==> config.mk <==
export PLATFORM = sky130hd
export DESIGN_NAME = mem_burst_ctrl
export DESIGN_NICKNAME = d
export VERILOG_FILES = /design/src/rtl/mem_burst_pkg.sv /design/src/rtl/mem_burst_ctrl.sv
export SDC_FILE = /design/constraint.sdc
export NUM_CORES = 1
export LEC_CHECK = 0
export CORE_ASPECT_RATIO = 0.75
export CORE_MARGIN = 5
export CORE_UTILIZATION = 39
export DETAILED_ROUTE_END_ITERATION = 10
export HOLD_SLACK_MARGIN = 0.02
export PLACE_DENSITY = 0.77
export SLEW_MARGIN = 20
export SYNTH_ARGS = -nofsm -noshare
export SYNTH_HDL_FRONTEND = slang
export SYNTH_SLANG_ARGS = --single-unit
==> constraint.sdc <==
create_clock -name clk_i -period 1.7 [get_ports clk_i]
set_input_delay 0.34 -clock clk_i [delete_from_list [all_inputs] [get_ports clk_i]]
set_output_delay 0.34 -clock clk_i [all_outputs]
set_load 0.03 [all_outputs]
==> src/rtl/mem_burst_pkg.sv <==
// rtl/mem_burst_pkg.sv - shared types and defaults for the mem_64kib burst master
package mem_burst_pkg;

  localparam int ADDR_W_DEF    = 32;
  localparam int DATA_W_DEF    = 32;
  localparam int MAX_BURST_DEF = 16;
  localparam int LEN_W_DEF     = $clog2(MAX_BURST_DEF + 1);

  typedef enum logic [1:0] {
    IDLE,
    WDATA,
    MEM,
    ROUT
  } state_e;

  typedef struct packed {
    logic                    write;
    logic [ADDR_W_DEF-1:0]   addr;
    logic [LEN_W_DEF-1:0]    len;
    logic [DATA_W_DEF/8-1:0] be;
  } burst_cmd_t;

endpackage

==> src/rtl/mem_burst_ctrl.sv <==
// rtl/mem_burst_ctrl.sv - burst master issuing one held word access per beat to mem_64kib
module mem_burst_ctrl
  import mem_burst_pkg::*;
#(
  parameter  int ADDR_W    = ADDR_W_DEF,
  parameter  int DATA_W    = DATA_W_DEF,
  parameter  int MAX_BURST = MAX_BURST_DEF,
  localparam int LEN_W     = $clog2(MAX_BURST + 1),
  localparam int BE_W      = DATA_W / 8
) (
  input  logic              clk_i,
  input  logic              rst_ni,
  input  logic              req_valid_i,
  output logic              req_ready_o,
  input  logic              req_write_i,
  input  logic [ADDR_W-1:0] req_addr_i,
  input  logic [LEN_W-1:0]  req_len_i,
  input  logic [BE_W-1:0]   req_be_i,
  input  logic              wdata_valid_i,
  input  logic [DATA_W-1:0] wdata_i,
  output logic              wdata_ready_o,
  output logic              rdata_valid_o,
  output logic [DATA_W-1:0] rdata_o,
  input  logic              rdata_ready_i,
  output logic              mem_read_en_o,
  output logic [BE_W-1:0]   mem_write_en_o,
  output logic [ADDR_W-1:0] mem_addr_o,
  output logic [DATA_W-1:0] mem_d_o,
  input  logic [DATA_W-1:0] mem_d_i,
  input  logic              mem_ready_i,
  output logic              busy_o,
  output logic              done_o,
  output logic              err_o
);

  state_e              r_state;
  state_e              w_state_nxt;
  logic                r_write;
  logic [ADDR_W-1:0]   r_addr;
  logic [LEN_W-1:0]    r_len;
  logic [BE_W-1:0]     r_be;
  logic [DATA_W-1:0]   r_wdata;
  logic [DATA_W-1:0]   r_rdata;
  logic                r_mem_re;
  logic [BE_W-1:0]     r_mem_we;
  logic                r_done;
  logic                r_err;

  logic                w_cmd_hs;
  logic                w_cmd_legal;
  logic                w_last;
  logic                w_beat_done;
  logic                w_nxt_write;
  logic [BE_W-1:0]     w_nxt_be;

  assign w_cmd_hs    = (r_state == IDLE) && req_valid_i;
  assign w_cmd_legal = (req_addr_i[1:0] == 2'b00) &&
                       (req_len_i != '0) &&
                       (int'(req_len_i) <= MAX_BURST) &&
                       !(req_write_i && (req_be_i == '0));
  assign w_last      = (r_len == LEN_W'(1));

  // The command fields are not latched until the accept edge, so entry into MEM looks at the inputs.
  assign w_nxt_write = (r_state == IDLE) ? req_write_i : r_write;
  assign w_nxt_be    = (r_state == IDLE) ? req_be_i    : r_be;

  always_ff @(posedge clk_i or negedge rst_ni) begin
    if (!rst_ni) begin
      r_state <= IDLE;
    end else begin
      r_state <= w_state_nxt;
    end
  end

  always_comb begin
    w_state_nxt = r_state;
    w_beat_done = 1'b0;
    case (r_state)
      IDLE: begin
        if (req_valid_i && w_cmd_legal) begin
          w_state_nxt = req_write_i ? WDATA : MEM;
        end
      end
      WDATA: begin
        if (wdata_valid_i) begin
          w_state_nxt = MEM;
        end
      end
      MEM: begin
        if (mem_ready_i) begin
          if (r_write) begin
            w_beat_done = 1'b1;
            w_state_nxt = w_last ? IDLE : WDATA;
          end else begin
            w_state_nxt = ROUT;
          end
        end
      end
      ROUT: begin
        if (rdata_ready_i) begin
          w_beat_done = 1'b1;
          w_state_nxt = w_last ? IDLE : MEM;
        end
      end
      default: w_state_nxt = IDLE;
    endcase
  end

  always_ff @(posedge clk_i or negedge rst_ni) begin
    if (!rst_ni) begin
      r_write  <= 1'b0;
      r_addr   <= '0;
      r_len    <= '0;
      r_be     <= '0;
      r_wdata  <= '0;
      r_rdata  <= '0;
      r_mem_re <= 1'b0;
      r_mem_we <= '0;
      r_done   <= 1'b0;
      r_err    <= 1'b0;
    end else begin
      r_done <= w_beat_done && w_last;
      r_err  <= w_cmd_hs && !w_cmd_legal;
      if (w_cmd_hs) begin
        r_write <= req_write_i;
        r_addr  <= req_addr_i;
        r_len   <= req_len_i;
        r_be    <= req_be_i;
      end
      if ((r_state == WDATA) && wdata_valid_i) begin
        r_wdata <= wdata_i;
      end
      if ((r_state == MEM) && mem_ready_i && !r_write) begin
        r_rdata <= mem_d_i;
      end
      if (w_beat_done) begin
        r_addr <= r_addr + ADDR_W'(4);
        r_len  <= r_len - LEN_W'(1);
      end
      // Every beat leaves MEM for at least a cycle, so the enables always drop between accesses.
      r_mem_re <= (w_state_nxt == MEM) && !w_nxt_write;
      r_mem_we <= ((w_state_nxt == MEM) && w_nxt_write) ? w_nxt_be : '0;
    end
  end

  assign req_ready_o    = (r_state == IDLE);
  assign wdata_ready_o  = (r_state == WDATA);
  assign rdata_valid_o  = (r_state == ROUT);
  assign rdata_o        = r_rdata;
  assign mem_read_en_o  = r_mem_re;
  assign mem_write_en_o = r_mem_we;
  assign mem_addr_o     = r_addr;
  assign mem_d_o        = r_wdata;
  assign busy_o         = (r_state != IDLE);
  assign done_o         = r_done;
  assign err_o          = r_err;

endmodule

==> flow_summary.ini <==
[run_status]
status = finished, violations left
violations = negative setup slack

[sta]
tightest_slew_ns = 0.420
relSlewSlack = 0.720
slew_viol_final = 0
fmax_mhz = 539
fin_ws_ns = -0.155
whs_ns = 0.456
finalSetupTns_ns = -0.881
rsz0062_at_grt = true
period_share = 1.09
hold_viol_final = 0
setup_violations = 11
period_minus_slack_ns = 1.85
finalClockSkew_ns = 0.00654

[critical_path]
path_class = flip-flop to flip-flop
endpoint_kind = flip-flop
cp.arrival_ns = 2.17
startpoint_type = flip-flop
cp_max_fo = 5
critPathRequiredTime_ns = 2.02

[cells_and_area]
area_growth_pct = 70.6
post-route-cell-area_um2 = 8780
layout.nets = 848
antenna_cells = 0
drive_gt1_frac = 0.318

[die]
core_area_um2 = 13000
initial_core_util = 0.397
ios = 219
die-area_um2 = 15600
rows = 36
die_h_um = 110
die_x_um = 143

[clock_tree]
cts_buffers = 17
clkLatencyLatePin_ns = 0.41
h-tree-depth = 4
cts_sinks = 115
cts-root-buf = clkbuf_16
clk_pin_slew_worst_paths_ns = 0.05
tritoncts = built
cts_buffer_depth = 2

[synth]
syn_inst = 443
synth_common_cells = dfrtp_1 (115), nand2_1 (69), mux2_2 (61), nand3_1 (22), o211ai_1 (19)
ys_warn_count = 0
yosysMostFrequentCell = dfrtp_1
synth-edff-count = 0
async_reset_ff_frac = 1.00
syn_area_per_cell_um2 = 11.6
synth_nets = 558
synth_area_leaders = dfrtp_1 (56%), mux2_2 (13%), nand2_1 (5.0%)
synthFlopType = dfrtp_1
yosysUniqueCellTypes = 59
yosysTopAreaCell = dfrtp_1
netlist_area_um2 = 5150
yosysSeqAreaShare = 0.559
synth_top_area_frac = 0.559
ys_ff_latch = 115

[power_and_ir_drop]
p_sw_uw = 7200
leakagePower_uw = 0.00393
p_per_area_nw_per_um2 = 1960
seqPwrFrac = 0.285
peakVddDrop_uv = 1220
internal_power_uw = 10000
combPwrFrac = 0.517
p_clk_frac = 0.198
netSwitchingFraction = 0.419

[placement]
place_ws_ns = -0.384
dp_hpwl_mm = 12.4
place_congestion = 0.891
placed_cell_area_um2 = 8030
numPortBuffers = 218

[worst_hold_path]
hold_path_class = input pin to async pin

[global_route]
grt_pass1_vias = 5042
antenna_found_initial = 0
overflow = 0
grt_pass1_wl_mm = 26.2
grt_util_all_layers = 0.215
grt_max_degree = 72

[route]
dr.first_iter.drc_count = 277
wl_per_cell_um = 18.5
first_pass_iters = 5
via_count = 4793
wirelength_mm = 17.0
ant_nets = 0
via_per_inst = 5.23
drc = 0

[flow_run]
drv_cap = 0
==> layout by cell type, fill, tap and decap left out, drive strengths merged, types with 7 or more instances in the layout <==
| cell type | instances |
|---|---|
| o21ai | 13 |
| clkbuf | 28 |
| mux2 | 64 |
| nand3 | 24 |
| nand2 | 69 |
| and4 | 7 |
| nor2 | 13 |
| inv | 12 |
| a21oi | 12 |
| o211ai | 19 |
| dfrtp | 115 |
| buf | 78 |
| o311ai | 15 |
| clkdlybuf4s50 | 110 |
| dlygate4sd2 | 101 |
==> kinds of logic (layout without fill, tap and decap cells) <==
family,Yosys count,after routing,share of synthesized area
buffers and inverters,34,336,0.0270
DFF,115,115,0.559
adders and majority gates,3,3,0.00729
xor gates and xnor gates,3,3,0.00510
and+or+nand+nor,141,141,0.142
AOI/OAI and AO/OA,82,82,0.118
muxes,65,65,0.142
==> per-layer routing <==
metal	up-vias	global-route usage	share of wire	wire, um
li1	2205	-	-	-
met1	2368	0.254	0.39	6690
met2	190	0.363	0.50	8550
met3	30	0.0774	0.084	1420
met4	0	0.0801	0.019	315
met5	-	0	0	0
==> metrics by stage <==
stage / cells / util / total power, uW
floorplan: 443 / - / 9800
global placement: 867 / 0.619 / 13900
detailed placement: 867 / 0.619 / 14200
CTS: 900 / 0.657 / 16900
global route: 916 / 0.677 / 18100
finish: 916 / 0.677 / 17200
==> flip-flops by register name, summed over array words and instances, names as in the netlist, 2 cells and up <==
name	flops
mem_d_o	32
r_be	4
mem_write_en_o	4
rdata_o	32
r_len	5
r_state	2
mem_addr_o	32
==> worst paths after layout <==
path / startpoint / end / slack (ns) / cells after the start
setup / recovery: r_len[1] / mem_read_en_o / -0.15 / 7
setup reg to reg: r_len[1] / mem_read_en_o / -0.15 / 7
max in group asynchronous: rst_ni / mem_addr_o[3] / 0.83 / 3
hold / removal: rst_ni / mem_d_o[26] / 0.46 / 3
hold reg to reg: rdata_o[8] / rdata_o[8] / 0.48 / 1
min in group clk_i: rdata_o[8] / rdata_o[8] / 0.48 / 1
==> what timing repair did <==
| item | in CTS | in global routing |
|---|---|---|
| hold endpoints to repair | 115 | 0 |
| endpoints found under the setup margin | 116 | 41 |
| hold buffers | 1 | 0 |
| gates resized for setup | 114 | 42 |
| setup buffers | 1 | 15 |
| pin swaps | 2 | 17 |
| gates cloned | 0 | 1 |
==> power by group through the flow <==
stage	logic (uW)	clock network [uW]	registers, uW
floorplan	2430	0	7370
global placement	9020	0	4850
detailed placement	9220	0	4930
CTS	8510	3480	4900
global route	9430	3590	5060
finish	8880	3410	4900
==> final cells by class <==
type,count,area (um^2)
inverter,12,52.6
fill,981,4190
sequential,115,2910
clock inverter,4,45.0
timing repair buffer,293,2730
clock buffer,27,523
multi-input combinational,294,2310
tap,171,214
==> worst max-delay path, stage by stage (launching register included) <==
cell,delay [ns]
dfrtp_1,0.39
inv_2,0.09
ha_4,0.12
or4b_4,0.48
o2111ai_2,0.20
o311a_4,0.25
o21ai_4,0.09
a211oi_2,0.15
No activity file was read; power rests on OpenSTA's default activity.
==> RTL edit 1, RTL diff (same flow settings) <==
Register the output `err_o` once more, with the module's reset; this adds one clock of latency there. The other outputs are not delayed to match.
--- a/src/rtl/mem_burst_ctrl.sv
+++ b/src/rtl/mem_burst_ctrl.sv
@@ -154,5 +154,11 @@
   assign busy_o         = (r_state != IDLE);
   assign done_o         = r_done;
-  assign err_o          = r_err;
+  always_ff @(posedge clk_i or negedge rst_ni) begin
+    if (!rst_ni) begin
+      err_o <= '0;
+    end else begin
+      err_o <= r_err;
+    end
+  end
 
 endmodule
Formal check against the unedited RTL: not equivalent (Yosys sat finds a counterexample within 4 cycles, from zero or initial values and one cycle with rst_ni low).
==> RTL edit 1 against the original RTL <==
  * The run still ends with negative setup slack left
  * Hold slack worse by 0.14 ns
  * Non-clock buffer count down 9
  * First-iteration DRC count down 1.8%
  * Synthesized cell count up 0.23%
  * Sequential cell count up 1
  * Power up 1.9%
  * Cell area up 0.34%
  * Count of clock-buffer cells in the layout down 9
  * Sequential power up 1%
  * Synthesized area up 0.49%
  * Worst setup slack worse by 0.018 ns
  * Sequential share of layout area up 0.17 points
  * Critical path depth unchanged
  * Routed wire length down 1.1%
==> RTL edit 1: results (changes against the original RTL) <==
- Status: finished with violations
- Failing checks: negative setup slack
- PnR worst setup slack: -0.172 ns (-0.0176 ns)
- Placed instance area: 8090 µm² (+0.78%)
- Compound-Gate Fraction of Synth Area: 11.8% (-0.057 points)
- Worst-Margin Slew: 0.356 ns (-0.0637 ns)
- Post-synthesis mux area share: 14.1% (-0.069 points)
- Fin cells: 909 (-0.76%)
- Setup violators final: 7 (-4)
- Total Neg Setup Slack: -0.845 ns (+0.0359 ns)
- Leakage: 3.91 nW (-0.46%)
- CTS resizes: 119 (+4.4%)
- GRT Util Overall: 20.9% (-0.63 points)
- Setup repair bufs after CTS: 5 (+4)
- Met1 usage in global routing: 26.6% (+1.2 points)
- Combinational Power Share: 50.2% (-1.5 points)
- Layout area overhead: 70.3%
- Cell Int Power: 10.3 mW (+2.6%)
- Synth Instances: 444 (+0.23%)
- Global-route wire length before repair: 25.7 mm (-1.7%)
- Pin count of the biggest net entering global routing: 56 (-22%)
- Met3 usage: 5.52% (-2.2 points)
- Most frequent cells after synthesis: dfrtp_1, nand2_1, mux2_2
- Final-stage net count: 840 (-0.94%)
- Clock skew: 0.0167 ns (+0.0102 ns)
- Gp weighted congestion: 0.873 (-2.0%)
RTL edit 1: cell count changes after synthesis:
cell     delta
dfrtp_1     +1
RTL edit 1: critical path, stage by stage, from the launching register on:
cell       delay (ns)
dfrtp_1          0.40
inv_2            0.08
ha_4             0.11
or4b_4           0.48
o2111ai_2        0.18
o311a_1          0.27
o21ai_4          0.12
a211oi_2         0.15
RTL edit 1: power by group through the flow:
stage	clock network [mW]	logic [mW]	registers [mW]
3_3_place_gp	0	9.03	4.92
6_report	3.77	8.81	4.96
3_5_place_dp	0	9.24	5.00
2_1_floorplan	0	2.43	7.40
5_1_grt	3.97	9.33	5.12
4_1_cts	3.84	8.63	4.94
RTL edit 1: cell type report:
cell class / count / share of cell area [%]
clock buffer: 18 / 4.87
clock inverter: 14 / 2.30
inverter: 12 / 0.596
multi-input combinational: 294 / 25.8
sequential: 116 / 33.2
tap: 171 / 2.43
timing repair buffer: 284 / 30.7
==> RTL edit 2, RTL diff (same flow settings) <==
Without the edit above. The package constant `DATA_W_DEF` goes from 32 to 16.
--- a/src/rtl/mem_burst_pkg.sv
+++ b/src/rtl/mem_burst_pkg.sv
@@ -3,5 +3,5 @@
 
   localparam int ADDR_W_DEF    = 32;
-  localparam int DATA_W_DEF    = 32;
+  localparam int DATA_W_DEF    = 16;
   localparam int MAX_BURST_DEF = 16;
   localparam int LEN_W_DEF     = $clog2(MAX_BURST_DEF + 1);
Interface: changed (6 resized); port bits go from 219 to 151. The function was not compared with the original's and may differ.
==> RTL edit 2 against the original RTL <==
  * The run still ends with negative setup slack left
  * Cell area shrank 25%
  * Via count decreased by 15%
  * Critical path type unchanged
  * Worst setup slack improved by 0.072 ns
  * Routed wire length decreased by 21%
  * Core utilization increased by 0.27 points
  * Power is 28% lower
  * Sequential share of layout area fell by 2.8 points
  * Synthesized cell count fell by 13%
  * Sequential cell count fell by 36
  * Synthesized area decreased by 24%
==> RTL edit 2: results (changes against the original RTL) <==
- Status: finished with violations
- Failing checks: negative setup slack
- Vias in the first global route: 4022 (-20%)
- WL/cell: 18.3 µm (-1.3%)
- Pin count of the biggest net entering global routing: 47 (-35%)
- Global-route wire length before repair: 21.1 mm (-19%)
- H-tree levels: 3 (-1)
- Leakage: 2.99 nW (-24%)
- Layout cell share with drive strength beyond 1: 31.4% (-0.42 points)
- Fin. max-slew vios: 0 (unchanged)
- Final HPWL DP: 9.85 mm (-21%)
- CTS root buffer: clkbuf_16
- Hold Crit Class: in2async
- Crit path arrival time: 2.01 ns (-0.16 ns)
- Compound-Gate Fraction of Synth Area: 13.6% (+1.7 points)
- Most frequent cells after synthesis: dfrtp_1, nand2_1, mux2_2
- Max incr delay on CP: 0.42 ns (-0.06 ns)
- Clock Tree Buf Depth: 2 (unchanged)
- Syn_nets: 465 (-17%)
- Fill count: 725 (-26%)
- Gp weighted congestion: 0.944 (+5.9%)
- Critical R2R Capture: mem_addr_o[30]$_DFFE_PN0P_
- Initial antenna violation count: 0 (unchanged)
- Synth cell types: 51 (-14%)
- PnR worst setup slack: -0.0829 ns (+0.0720 ns)
- Slowest CP cell: dfrtp_2
- Crit-path max FO: 6 (+1)
- Clock skew: 0.00987 ns (+0.00333 ns)
- Max reg flops: 32
- First-pass DRT Iterations: 5 (unchanged)
- GRT Util Overall: 21.1% (-0.40 points)
- Adder-Cell Fraction of Synth Area: 0.959% (+0.23 points)
- Final-stage net count: 678 (-20%)
- R2r startpoint: mem_addr_o[9]$_DFFE_PN0P_
- Xor and xnor area share after synthesis: 0.671% (+0.16 points)
- Post-synth ARST share: 100% (unchanged)
- Worst ir drop on vdd: 0.000736 V (-40%)
- # port buffers: 150 (-31%)
- Number of CTS-inserted buffers: 9 (-8)
- Worst-Margin Slew: 0.355 ns (-0.0655 ns)
- WHS: 0.416 ns (-0.0403 ns)
- Setup violators final: 6 (-5)
- Reg2Reg Depth: 5 (-2)
- Crit-path leading delay family: simple AND/OR/NAND/NOR gates
- Total vias in the final route: 4057 (-15%)
- Post-synthesis mux area share: 9.21% (-5.0 points)
- Worst skew pair latency: 0.34 ns (-0.07 ns)
- Worst-path clk slew: 0.07 ns (+0.02 ns)
- Area contributors post-synth: dfrtp_1, mux2_2, nand2_1
- Iter 0 DRT Violations: 342 (+23%)
- Diode count: 0 (unchanged)
- Yosys warning count: 0 (unchanged)
- Sequential share of the synthesized area: 50.5% (-5.4 points)
[RTL edit 2: power breakdown]
part / internal [mW] / total, mW / switching, mW
logic: 2.90 / 6.82 / 3.91
registers: 2.83 / 3.57 / 0.741
clock network: 1.17 / 2.02 / 0.852
[RTL edit 2: cell families (layout without fill, tap and decap cells)]
| kind of cell | after synthesis | in the layout |
|---|---|---|
| XOR/XNOR | 3 | 3 |
| buffers and inverters | 31 | 248 |
| flip-flops | 79 | 79 |
| multiplexers | 32 | 32 |
| AO/OA/AOI/OAI | 77 | 77 |
| AND/OR/NAND/NOR | 159 | 160 |
| adder cells (fa/ha/maj) | 3 | 3 |
[RTL edit 2: layout make-up]
class	count	share of cell area, %
Clock inverter	7	1.27
Clock buffer	9	3.40
Multi-Input combinational cell	275	30.0
Timing Repair Buffer	222	31.9
Sequential cell	79	30.3
Inverter	10	0.681
Tap cell	132	2.50
[RTL edit 2: stage by stage]
| step | setup WS (ns) | std cells | cell area (µm²) | TNS [ns] | util, % |
|---|---|---|---|---|---|
| 2_1_floorplan | -0.147 | 384 | 4050 | -0.482 | - |
| 3_3_place_gp | -0.247 | 707 | 6110 | -8.14 | 62.8 |
| 3_5_place_dp | -0.287 | 707 | 6110 | -9.76 | 62.8 |
| 4_1_cts | -0.0720 | 726 | 6430 | -0.277 | 66.0 |
| 5_1_grt | -0.182 | 734 | 6620 | -1.14 | 68.0 |
| 6_report | -0.0829 | 734 | 6620 | -0.352 | 68.0 |
[RTL edit 2: how the worst max path moves through the flow]
stage | start | end | slack [ns] | cells past startpoint
6_report | mem_addr_o[9]$_DFFE_PN0P_ | mem_addr_o[30]$_DFFE_PN0P_ | -0.08 | 5
5_1_grt | mem_addr_o[11]$_DFFE_PN0P_ | mem_addr_o[30]$_DFFE_PN0P_ | -0.18 | 5
4_1_cts | r_len[1]$_DFFE_PN0P_ | mem_write_en_o[0]$_DFF_PN0_ | -0.07 | 7
3_5_place_dp | mem_ready_i | r_len[3]$_DFFE_PN0P_ | -0.29 | 7
3_3_place_gp | req_valid_i | mem_write_en_o[0]$_DFF_PN0_ | -0.25 | 6
2_1_floorplan | mem_addr_o[6]$_DFFE_PN0P_ | mem_addr_o[30]$_DFFE_PN0P_ | -0.15 | 6
[RTL edit 2: layer usage]
layer	wire length (µm)	global-route usage, %	share of wire (%)
met5	0	0	0
met4	256	6.67	1.9
met3	927	4.79	6.9
met2	6840	36.4	51
met1	5400	26.3	40
[RTL edit 2: repair_timing]
action	4_1_cts	5_1_grt
hold endpoints to repair	14	0
setup endpoints to repair	72	43
hold buffers	1	0
setup buffers	3	7
resized for setup	74	49
pin swaps	7	14
gates cloned	0	1
